==> src/rtl/rkey_add_stage.sv <==
// Registered AddRoundKey stage of the iterative AES-128 decryption datapath; 1-cycle latency, one-entry skid.
// in_ready is the inverted skid-full flop, so out_ready never reaches it combinationally. Optional: RKEY_ADD_STAGE_STAT_EN.
module rkey_add_stage #(
    parameter int NR = 10,
    parameter int RW = 4
) (
    input  logic          clk,
    input  logic          rst,
    input  logic          in_valid,
    output logic          in_ready,
    input  logic          in_first,
    input  logic [31:0]   in_row1,
    input  logic [31:0]   in_row2,
    input  logic [31:0]   in_row3,
    input  logic [31:0]   in_row4,
    output logic [RW-1:0] rk_idx,
    input  logic [127:0]  rkey,
    output logic          out_valid,
    input  logic          out_ready,
    output logic [31:0]   out_row1,
    output logic [31:0]   out_row2,
    output logic [31:0]   out_row3,
    output logic [31:0]   out_row4,
    output logic [RW-1:0] out_round,
    output logic          out_last,
    output logic          seq_err
`ifdef RKEY_ADD_STAGE_STAT_EN
    ,
    output logic [15:0]   blk_cnt
`endif
);

    typedef enum logic {IDLE, RUN} state_t;

    typedef struct packed {
        logic [3:0][31:0] rows;
        logic [RW-1:0]    round;
        logic             last;
    } beat_t;

    state_t        state, state_n;
    logic [RW-1:0] rc, rc_n;
    logic          accept, produce, err_evt;
    logic [3:0][31:0] in_rows;
    beat_t         beat, out_q, skid_q;
    logic          out_vld, skid_vld;

    assign accept  = in_valid & in_ready;
    assign in_rows = {in_row4, in_row3, in_row2, in_row1};

    always_ff @(posedge clk or posedge rst) begin
        if (rst) begin
            state <= IDLE;
            rc    <= '0;
        end else begin
            state <= state_n;
            rc    <= rc_n;
        end
    end

    always_comb begin
        state_n = state;
        rc_n    = rc;
        if (accept) begin
            if (in_first) begin
                if (NR > 0) begin
                    state_n = RUN;
                    rc_n    = RW'(NR - 1);
                end else begin
                    state_n = IDLE;
                end
            end else if (state == RUN) begin
                if (rc == '0) state_n = IDLE;
                else          rc_n    = rc - 1'b1;
            end
        end
    end

    // A first beat always restarts at round NR; a non-first beat in IDLE is swallowed.
    always_comb begin
        rk_idx     = (state == RUN) ? rc : RW'(NR);
        produce    = accept & (in_first | (state == RUN));
        err_evt    = accept & ((in_first & (state == RUN)) | (!in_first & (state == IDLE)));
        beat.round = in_first ? RW'(NR) : rc;
        beat.last  = (beat.round == '0);
        beat.rows  = '0;
        for (int r = 0; r < 4; r++) begin
            for (int c = 0; c < 4; c++) begin
                beat.rows[r][31-8*c -: 8] = in_rows[r][31-8*c -: 8] ^ rkey[127-32*c-8*r -: 8];
            end
        end
    end

    always_ff @(posedge clk or posedge rst) begin
        if (rst) begin
            out_q    <= '0;
            skid_q   <= '0;
            out_vld  <= 1'b0;
            skid_vld <= 1'b0;
            seq_err  <= 1'b0;
        end else begin
            seq_err <= seq_err | err_evt;
            if (skid_vld) begin
                if (out_ready) begin
                    out_q    <= skid_q;
                    skid_vld <= 1'b0;
                end
            end else if (produce) begin
                if (!out_vld || out_ready) begin
                    out_q   <= beat;
                    out_vld <= 1'b1;
                end else begin
                    skid_q   <= beat;
                    skid_vld <= 1'b1;
                end
            end else if (out_vld && out_ready) begin
                out_vld <= 1'b0;
            end
        end
    end

`ifdef RKEY_ADD_STAGE_STAT_EN
    always_ff @(posedge clk or posedge rst) begin
        if (rst) begin
            blk_cnt <= '0;
        end else if (out_vld && out_ready && out_q.last && (blk_cnt != 16'hFFFF)) begin
            blk_cnt <= blk_cnt + 16'd1;
        end
    end
`endif

    assign in_ready  = ~skid_vld;
    assign out_valid = out_vld;
    assign out_row1  = out_q.rows[0];
    assign out_row2  = out_q.rows[1];
    assign out_row3  = out_q.rows[2];
    assign out_row4  = out_q.rows[3];
    assign out_round = out_q.round;
    assign out_last  = out_q.last;

endmodule

==> config.mk <==
export PLATFORM = sky130hd
export DESIGN_NAME = rkey_add_stage
export DESIGN_NICKNAME = d
export VERILOG_FILES = /design/src/rtl/rkey_add_stage.sv
export SDC_FILE = /design/constraint.sdc
export NUM_CORES = 1
export LEC_CHECK = 0
export ABC_CLOCK_PERIOD_IN_PS = 25500
export CAP_MARGIN = 20
export CORE_UTILIZATION = 25
export CTS_CLUSTER_SIZE = 24
export DETAILED_ROUTE_END_ITERATION = 8
export PLACE_DENSITY = 0.45
export SLEW_MARGIN = 20
export SYNTH_ARGS = -nofsm -noshare
export SYNTH_HDL_FRONTEND = slang
export SYNTH_SLANG_ARGS = --single-unit
export TNS_END_PERCENT = 20
==> constraint.sdc <==
create_clock -name clk -period 25.5 [get_ports clk]
set_input_delay 7.65 -clock clk [delete_from_list [all_inputs] [get_ports clk]]
set_output_delay 7.65 -clock clk [all_outputs]
set_load 0.03 [all_outputs]
==> qor.yml, run 1 <==
rsz0062_at_grt: "no"
fin_crit_sh: 0.4233
clock_latency_ns: 0.53
critical_path_class: "primary input to register"
peakVddDrop_mv: 0.04485
cts_made_buffers: 37
tightest_slew_ns: 0.9768
cts_max_path_buffers: 3
boundaryPins: 401
syn_area_per_cell_sq_um: 12.13
ant_nets: 0
yosys.cell_count.top_type: "dfrtp_1"
period_needed_ns: 10.79
slowest_stage: "buf_4"
port-buffer-count: 400
fin_setup_tns_ns: 0
first_pass_iters: 4
final-hold-violation-count: 0
power_mw: 2.230
synth_common_cells: "dfrtp_1 (274), mux2i_1 (207), inv_1 (138)"
synth.top_cell.area_share: 0.5199
syn_area_sq_um: 13190
critPathCaptureType: "register"
fin_area_sq_um: 19060
route.detailed.drc: 0
die-area_sq_um: 53670
overflow: 0
grt_pass1_wl_mm: 54.12
ys_seq_elements: 274
drive_above_1_share: 0.1393
drt_iter0_markers: 360
slew_headroom: 0.3488
htree_num_levels: 2
arrival_ns: 11.21
status: "finished clean"
avgRoutedWirePerCell_um: 16.23
place.gp.congestion: 0.7268
clkTransAtPathRegs_ns: 0.06
ctsResizeCount: 0
fin_nets: 1746
vias_per_cell: 4.149
areaGrowthSynthToFinish_pct: 44.55
rows: 83
cts_tree: "done"
fmax_mhz: 92.65
hold_path_class: "register to register"
track_usage: 0.1307
dieHeight_um: 231.7
p_leak_nw: 8.540
drt-total-wl_mm: 35.52
setup-violations-final: 0
num-fill-cells: 5104
slew_violations: 0
initial_core_util: 0.2550
cts_sinks: 274
clock-root-buffer: "clkbuf_16"
maxCapViolCount: 0
path_common_cell: "buf_4"
postSynthCellCount: 1087
grt_pass1_vias: 9355
via_count: 9079
path_max_fanout: 53
postSynth.asyncResetShare: 1.000
yosys.area.top_type: "dfrtp_1"
core-area_sq_um: 51720
fin_skew_ns: 0.009551
yosys.cell_types.count: 34
cp-start-kind: "primary input"
crit_chain: "clkdlybuf4s50_1 -> inv_1 -> ha_1 -> or3b_1 -> nor3b_4 -> buf_4 -> buf_4 -> mux2_2"
synth_area_leaders: "dfrtp_1 (52%), mux2i_1 (16%), mux2_2 (11%)"
die_w_um: 231.7
ys_warn_count: 0
grt_max_degree: 129
synth-seq-area-share: 0.5199
crit_required_ns: 25.91
power.density_nw_per_um2: 117.0
ys.flop_type: "dfrtp_1"
syn_nets: 1351
place_area_sq_um: 17820
antenna_found_initial: 0
synth_edf_count: 0
critPathMaxStageDelay_ns: 0.78
cts_setup_buffers: 0
postCtsHoldBufs: 0
hpwlAfterDp_mm: 23.98
final timing paths:
| path | from | end | slack [ns] | cells after the start |
|---|---|---|---|---|
| setup / recovery | in_first | skid_q[25]$_DFFE_PP0P_ | 14.71 | 8 |
| hold / removal | seq_err$_DFF_PP0_ | seq_err$_DFF_PP0_ | 0.48 | 1 |
| setup reg to reg | skid_vld$_DFF_PP0_ | out_round[2]$_DFFE_PP0P_ | 22.03 | 4 |
| hold reg to reg | seq_err$_DFF_PP0_ | seq_err$_DFF_PP0_ | 0.48 | 1 |
| max in group asynchronous | rst | out_row4[5]$_DFFE_PP0P_ | 16.23 | 3 |
| min in group asynchronous | rst | out_row4[31]$_DFFE_PP0P_ | 7.74 | 2 |
cells by family after synthesis:
| family | Yosys count | share of synthesized area |
|---|---|---|
| buffers and inverters | 192 | 0.06366 |
| muxes | 345 | 0.2761 |
| adders and majority gates | 3 | 0.002847 |
| AOI/OAI and AO/OA | 68 | 0.02770 |
| and+or+nand+nor | 77 | 0.02476 |
| DFF | 274 | 0.5199 |
| xor gates and xnor gates | 128 | 0.08501 |
layout make-up:
type	count	area [sq um]	share of cell area
Timing Repair Buffer	409	4075	0.2138
Clock inverter	8	96.34	0.005054
Sequential cell	274	6860	0.3599
Antenna cell	1	2.502	0.0001313
Multi-Input combinational cell	621	5507	0.2889
Tap cell	680	850.8	0.04463
Inverter	139	531.8	0.02789
Clock buffer	56	1140	0.05979
layer usage:
layer  vias to the layer above  share of wire  track usage
met5                         -              0            0
met4                         0          0.019      0.04276
met2                       200           0.50       0.2252
met1                      4451           0.42       0.1594
li1                       4379              -            -
met3                        49          0.057      0.03113
power breakdown:
group          switching, mW  total (mW)  internal, mW
logic                  0.502       0.935         0.433
clock network          0.199       0.526         0.327
registers              0.116       0.769         0.653
total                  0.816        2.23          1.41
registers in the layout, indices dropped and copies added, names as in the netlist:
register / flops
out_row1: 32
out_row4: 32
rc: 4
out_row2: 32
state: 1
seq_err: 1
out_row3: 32
out_last: 1
out_round: 4
out_valid: 1
skid_q: 133
skid_vld: 1
worst max-delay path: cells and delay by family:
family,cells,cell delay [ns]
fa+ha+maj,1,0.22
buf+inv,4,2.13
mux,1,0.41
simple gates,2,0.70
through the flow:
stage	utilization	hold WS [ns]	setup WS, ns	instances
final	0.3686	0.4789	14.71	2188
after floorplan	-	0.4766	10.30	1087
after detailed placement	0.3446	0.4670	14.09	2123
after global placement	0.3446	0.4595	14.09	2123
after CTS	0.3685	0.4938	14.67	2187
after global routing	0.3686	0.5155	14.48	2187
cells in the final DEF (no fill, tap or decap), types with 3 or more instances in the layout:
cell and n:
clkdlybuf4s50_1 400, dfrtp_1 273, mux2i_1 207, inv_1 137, mux2_2 134, xor2_1 76, nand2_1 58, o21ai_0 57
xnor2_1 52, clkbuf_16 39, clkbuf_8 10, buf_4 8, clkbuf_1 7, nor2_1 6, mux2_4 4, clkinv_2 4
nand2b_1 3, nor3_1 3, a21oi_1 3, ha_1 3
(Power assumes the default switching activity.)
==> inputs of run 2 (changes only) <==
- ABC_CLOCK_PERIOD_IN_PS: 25500 -> 9000
- PLACE_DENSITY: 0.45 -> 0.47
- clock period: 25.5 -> 9 ns (I/O delays scaled with it)
==> run 2 against run 1 <==
  * Design area down 0.31%
  * Clock-buffer cell count is 1 lower
  * Critical path depth did not move
  * Hold slack worse by 0.010 ns
  * Sequential power rose to 2.8 times the previous value
  * Worst setup slack got worse by 11 ns
  * First-iteration DRC count shrank 16%
  * Sequential share of layout area is 0.11 points higher
  * Clock power grew to 2.7 times the previous value
  * Global-route usage shrank 0.37 points
  * Die area stayed put
  * Utilization down 0.11 points
  * Largest power group unchanged
==> qor.yml, run 2 (synthesis results as in run 1) <==
final_common_cell: "clkdlybuf4s50_1"
slew_headroom: 0.3639  # +0.01513
top_register: "skid_q"
fin_area_sq_um: 19000  # -0.31%
critPathCaptureType: "register"
clkTransAtPathRegs_ns: 0.06  # about the same
status: "finished clean"
port-buffer-count: 400  # unchanged
rsz0062_at_grt: "no"
ctsResizeCount: 0  # unchanged
crit_buf_inv: 4  # unchanged
rr_startpoint: "skid_vld$_DFF_PP0_"
slowest_stage: "clkdlybuf4s50_1"
ff2ff_setup_slack_ns: 5.83  # -16.20 ns
drive_above_1_share: 0.1361  # -0.003228
path_common_cell: "buf_4"
critPathMaxStageDelay_ns: 0.70  # -0.08 ns
via_count: 8965  # -1.3%
diodes: 0  # -1
peakVddDrop_mv: 0.1401  # +210%
fin_nets: 1746  # unchanged
p_leak_nw: 8.506  # -0.40%
period_needed_ns: 5.602
drt_iter0_markers: 301  # -16%
fmax_mhz: 178.5
die_w_um: 231.7  # unchanged
crit_required_ns: 9.40  # -16.51 ns
vias_per_cell: 4.101  # -1.2%
cts_tree: "done"
arrival_ns: 6.00  # -5.21 ns
final_cell_mix: "clkdlybuf4s50_1 (400), dfrtp_1 (273), mux2i_1 (207), inv_1 (137), mux2_2 (134)"
grt_pass1_wl_mm: 53.14  # -1.8%
maxCapViolCount: 0  # unchanged
cts_made_buffers: 35  # -5.4%
whs_ns: 0.4686  # -0.01037 ns
fin_skew_ns: 0.009509  # -0.00004135 ns
path_max_fanout: 36  # -32%
cp-start-kind: "primary input"
core-area_sq_um: 51720  # unchanged
num-fill-cells: 5126  # +0.43%
die-area_sq_um: 53670  # unchanged
fin_crit_sh: 0.6225
cp_top_family: "buffers and inverters"
final-hold-violation-count: 0  # unchanged
fin_setup_tns_ns: 0  # unchanged
clock-root-buffer: "clkbuf_16"
ff_latch_area_sq_um: 6860  # unchanged
tightest_slew_ns: 0.9541  # -0.02269 ns
grt_max_degree: 150  # +16%
ant_nets: 0  # unchanged
avgRoutedWirePerCell_um: 15.61  # -3.9%
initial_core_util: 0.2550  # unchanged
critical_path_class: "primary input to register"
place_area_sq_um: 17860  # +0.20%
boundaryPins: 401  # unchanged
hold_path_class: "register to register"
hpwlAfterDp_mm: 23.33  # -2.7%
cp-startpoint: "in_first"
drt-total-wl_mm: 34.12  # -3.9%
dieHeight_um: 231.7  # unchanged
antenna_found_initial: 0  # unchanged
setup-violations-final: 0  # unchanged
crit_chain: "clkdlybuf4s50_1 -> inv_1 -> ha_1 -> or3b_1 -> nor3b_4 -> buf_4 -> buf_4 -> mux2_2"
htree_num_levels: 2  # unchanged
postCtsHoldBufs: 0  # unchanged
cts_sinks: 274  # unchanged
first_pass_iters: 4  # unchanged
route.detailed.drc: 0  # unchanged
cts_setup_buffers: 0  # unchanged
slew_violations: 0  # unchanged
multi_input_comb_area_sq_um: 5507  # unchanged
rows: 83  # unchanged
areaGrowthSynthToFinish_pct: 44.11
grt_pass1_vias: 9277  # -0.83%
cts_max_path_buffers: 3  # unchanged
power.density_nw_per_um2: 327.3  # +180%
place.gp.congestion: 0.7051  # -3.0%
min_from: "seq_err$_DFF_PP0_"
track_usage: 0.1270  # -0.003698
largest_reg_flops: 133  # unchanged
overflow: 0  # unchanged
clock_latency_ns: 0.52  # about the same
## run 2: cell types whose count changed in the layout (fill, tap and decap cells not counted), sizes merged
cell,change
buf,+2
diode,-1
clkbuf,-1
inv,-2
## run 2: path summary, 6_finish.rpt
check	endpoint	depth (start not counted)
min reg2reg	seq_err$_DFF_PP0_	1
max reg2reg	skid_q[41]$_DFFE_PP0P_	5
min in group asynchronous	out_row3[31]$_DFFE_PP0P_	2
max in group asynchronous	out_row4[23]$_DFFE_PP0P_	4
min	seq_err$_DFF_PP0_	1
max	skid_q[41]$_DFFE_PP0P_	8
## run 2: per-layer routing
metal | routed length (um) | global-route usage
met5 | 0 | 0
met3 | 1924 | 0.02940
met1 | 14770 | 0.1587
met2 | 16720 | 0.2152
met4 | 704 | 0.04091
## run 2: final cells by class
type,instances,share of cell area
inverter,139,0.02778
clock buffer,55,0.05596
timing repair buffer,411,0.2163
multi-input combinational,621,0.2897
clock inverter,6,0.004411
sequential,274,0.3610
tap,680,0.04477
## run 2: power breakdown
| part | switching, mW | internal [mW] | leakage, nW |
|---|---|---|---|
| combinational | 1.41 | 1.23 | 4.73 |
| sequential | 0.333 | 1.85 | 3.21 |
| clock | 0.530 | 0.866 | 0.563 |
## run 2: through the flow
| stage | setup slack (ns) | utilization | power (mW) | instances |
|---|---|---|---|---|
| global placement | 2.846 | 0.3453 | 4.854 | 2125 |
| CTS | 3.408 | 0.3675 | 6.346 | 2186 |
| floorplan | 2.677 | - | 3.775 | 1087 |
| global route | 3.231 | 0.3675 | 6.627 | 2186 |
| detailed placement | 2.838 | 0.3453 | 4.889 | 2125 |
| finish | 3.398 | 0.3675 | 6.219 | 2186 |
==> inputs of run 3 (changes only) <==
- ABC_CLOCK_PERIOD_IN_PS: 9000 -> 4700
- clock period: 9 -> 4.7 ns (I/O delays scaled with it)
==> run 3 against run 2 <==
  * First-iteration DRC count decreased by 7.3%
  * Sequential power rose by 91%
  * Routed wire length rose by 0.87%
  * Non-clock buffer count increased by 4
  * Register-to-register slack worse by 3.7 ns
  * Combinational power is 93% higher
  * Sequential share of layout area is 0.17 points lower
==> qor.yml, run 3 (synthesis results as in run 1) <==
grt_max_degree: 92  # -39%
cp_top_family: "buffers and inverters"
place.gp.congestion: 0.7105  # +0.77%
slew_violations: 0  # unchanged
placed_cells: 2129  # +0.19%
port-buffer-count: 400  # unchanged
peakVddDrop_mv: 0.2118  # +51%
route.detailed.drc: 0  # unchanged
final_cell_mix: "clkdlybuf4s50_1 (400), dfrtp_1 (273), mux2i_1 (207), inv_1 (137), mux2_2 (134)"
ant_nets: 0  # unchanged
slowest_stage: "clkdlybuf4s50_1"
crit_buf_inv: 2  # -2
final-hold-violation-count: 0  # unchanged
fin_crit_sh: 0.8218
boundaryPins: 401  # unchanged
cts_setup_buffers: 0  # unchanged
vias_per_cell: 4.123  # +0.54%
die_w_um: 231.7  # unchanged
hpwlAfterDp_mm: 23.77  # +1.9%
arrival_ns: 2.45  # -3.55 ns
via_count: 9034  # +0.77%
fmax_mhz: 258.9
crit_chain: "inv_4 -> clkdlybuf4s50_1"
die-area_sq_um: 53670  # unchanged
antenna_found_initial: 0  # unchanged
postCtsHoldBufs: 0  # unchanged
setup-violations-final: 0  # unchanged
diodes: 0  # unchanged
ff_latch_area_sq_um: 6860  # unchanged
maxCapViolCount: 0  # unchanged
initial_core_util: 0.2550  # unchanged
ctsResizeCount: 0  # unchanged
fin_skew_ns: 0.01132  # +0.001807 ns
clock-root-buffer: "clkbuf_16"
fin_cells: 2191  # +0.23%
fin_area_sq_um: 19090  # +0.47%
drive_above_1_share: 0.1423  # +0.006168
drt_iter0_markers: 279  # -7.3%
htree_num_levels: 2  # unchanged
power.density_nw_per_um2: 623.4  # +90%
critical_path_class: "register to primary output"
cts_max_path_buffers: 3  # unchanged
p_leak_nw: 8.547  # +0.48%
fin_nets: 1750  # +0.23%
path_max_fanout: 35  # -2.8%
grt_pass1_wl_mm: 54.05  # +1.7%
crit_required_ns: 3.29  # -6.11 ns
cp-start-kind: "register"
avgRoutedWirePerCell_um: 15.71  # +0.64%
track_usage: 0.1294  # +0.002337
num-fill-cells: 5081  # -0.88%
slew_headroom: 0.4331  # +0.06919
status: "finished clean"
final_common_cell: "clkdlybuf4s50_1"
areaGrowthSynthToFinish_pct: 44.79
cts_tree: "done"
largest_reg_flops: 133  # unchanged
clkTransAtPathRegs_ns: 0.06  # about the same
drt-total-wl_mm: 34.42  # +0.87%
place_area_sq_um: 17950  # +0.52%
multi_input_comb_area_sq_um: 5507  # unchanged
grt_pass1_vias: 9429  # +1.6%
tightest_slew_ns: 0.8503  # -0.1038 ns
top_register: "skid_q"
period_needed_ns: 3.863
dieHeight_um: 231.7  # unchanged
cts_sinks: 274  # unchanged
cts_made_buffers: 35  # unchanged
fin_setup_tns_ns: 0  # unchanged
clock_latency_ns: 0.52  # about the same
first_pass_iters: 4  # unchanged
rows: 83  # unchanged
rsz0062_at_grt: "no"
critPathCaptureType: "primary output"
power_mw: 11.90  # +91%
critPathMaxStageDelay_ns: 0.80  # +0.10 ns
hold_path_class: "register to register"
overflow: 0  # unchanged
core-area_sq_um: 51720  # unchanged
-- run 3: worst reg2reg max path, cell delays in order, from the launching register on --
cell and delay [ns]:
dfrtp_4 0.61, or3b_1 0.55, nor3b_4 0.34, buf_12 0.39, buf_4 0.38, mux2i_1 0.21
-- run 3: cell type report --
class,count,share of cell area
Tap cell,680,0.04456
Sequential cell,274,0.3593
Inverter,139,0.02765
Clock buffer,54,0.05760
Timing Repair Buffer,415,0.2202
Clock inverter,8,0.002359
Multi-Input combinational cell,621,0.2884
-- run 3: path summary, 6_finish.rpt --
check	startpoint	endpoint	slack, ns	cells after the start
worst max-delay path	skid_vld$_DFF_PP0_	in_ready	0.84	2
worst min-delay path	seq_err$_DFF_PP0_	seq_err$_DFF_PP0_	0.46	1
worst max register to register	skid_vld$_DFF_PP0_	skid_q[121]$_DFFE_PP0P_	2.14	5
worst min register to register	seq_err$_DFF_PP0_	seq_err$_DFF_PP0_	0.46	1
max in group asynchronous	rst	skid_vld$_DFF_PP0_	2.55	3
min in group asynchronous	rst	skid_q[132]$_DFFE_PP0P_	1.26	2
-- run 3: stage by stage --
stage	hold WS, ns	worst slack, ns	util
floorplan	0.4766	-0.3334	-
global placement	0.4455	0.6846	0.3471
detailed placement	0.4505	0.6214	0.3471
CTS	0.4689	0.7419	0.3692
global route	0.5082	0.7035	0.3692
finish	0.4600	0.8375	0.3692
-- run 3: power breakdown --
group / switching [mW] / internal, mW
logic: 2.72 / 2.37
clock network: 1.04 / 1.61
registers: 0.628 / 3.54
total: 4.38 / 7.52
-- run 3: metal layers --
| metal | share of wire | GRT usage | vias to the layer above |
|---|---|---|---|
| met5 | 0 | 0 | - |
| met4 | 0.023 | 0.04667 | 0 |
| met3 | 0.055 | 0.02977 | 42 |
| met2 | 0.50 | 0.2214 | 209 |
| met1 | 0.42 | 0.1580 | 4404 |
| li1 | - | - | 4379 |
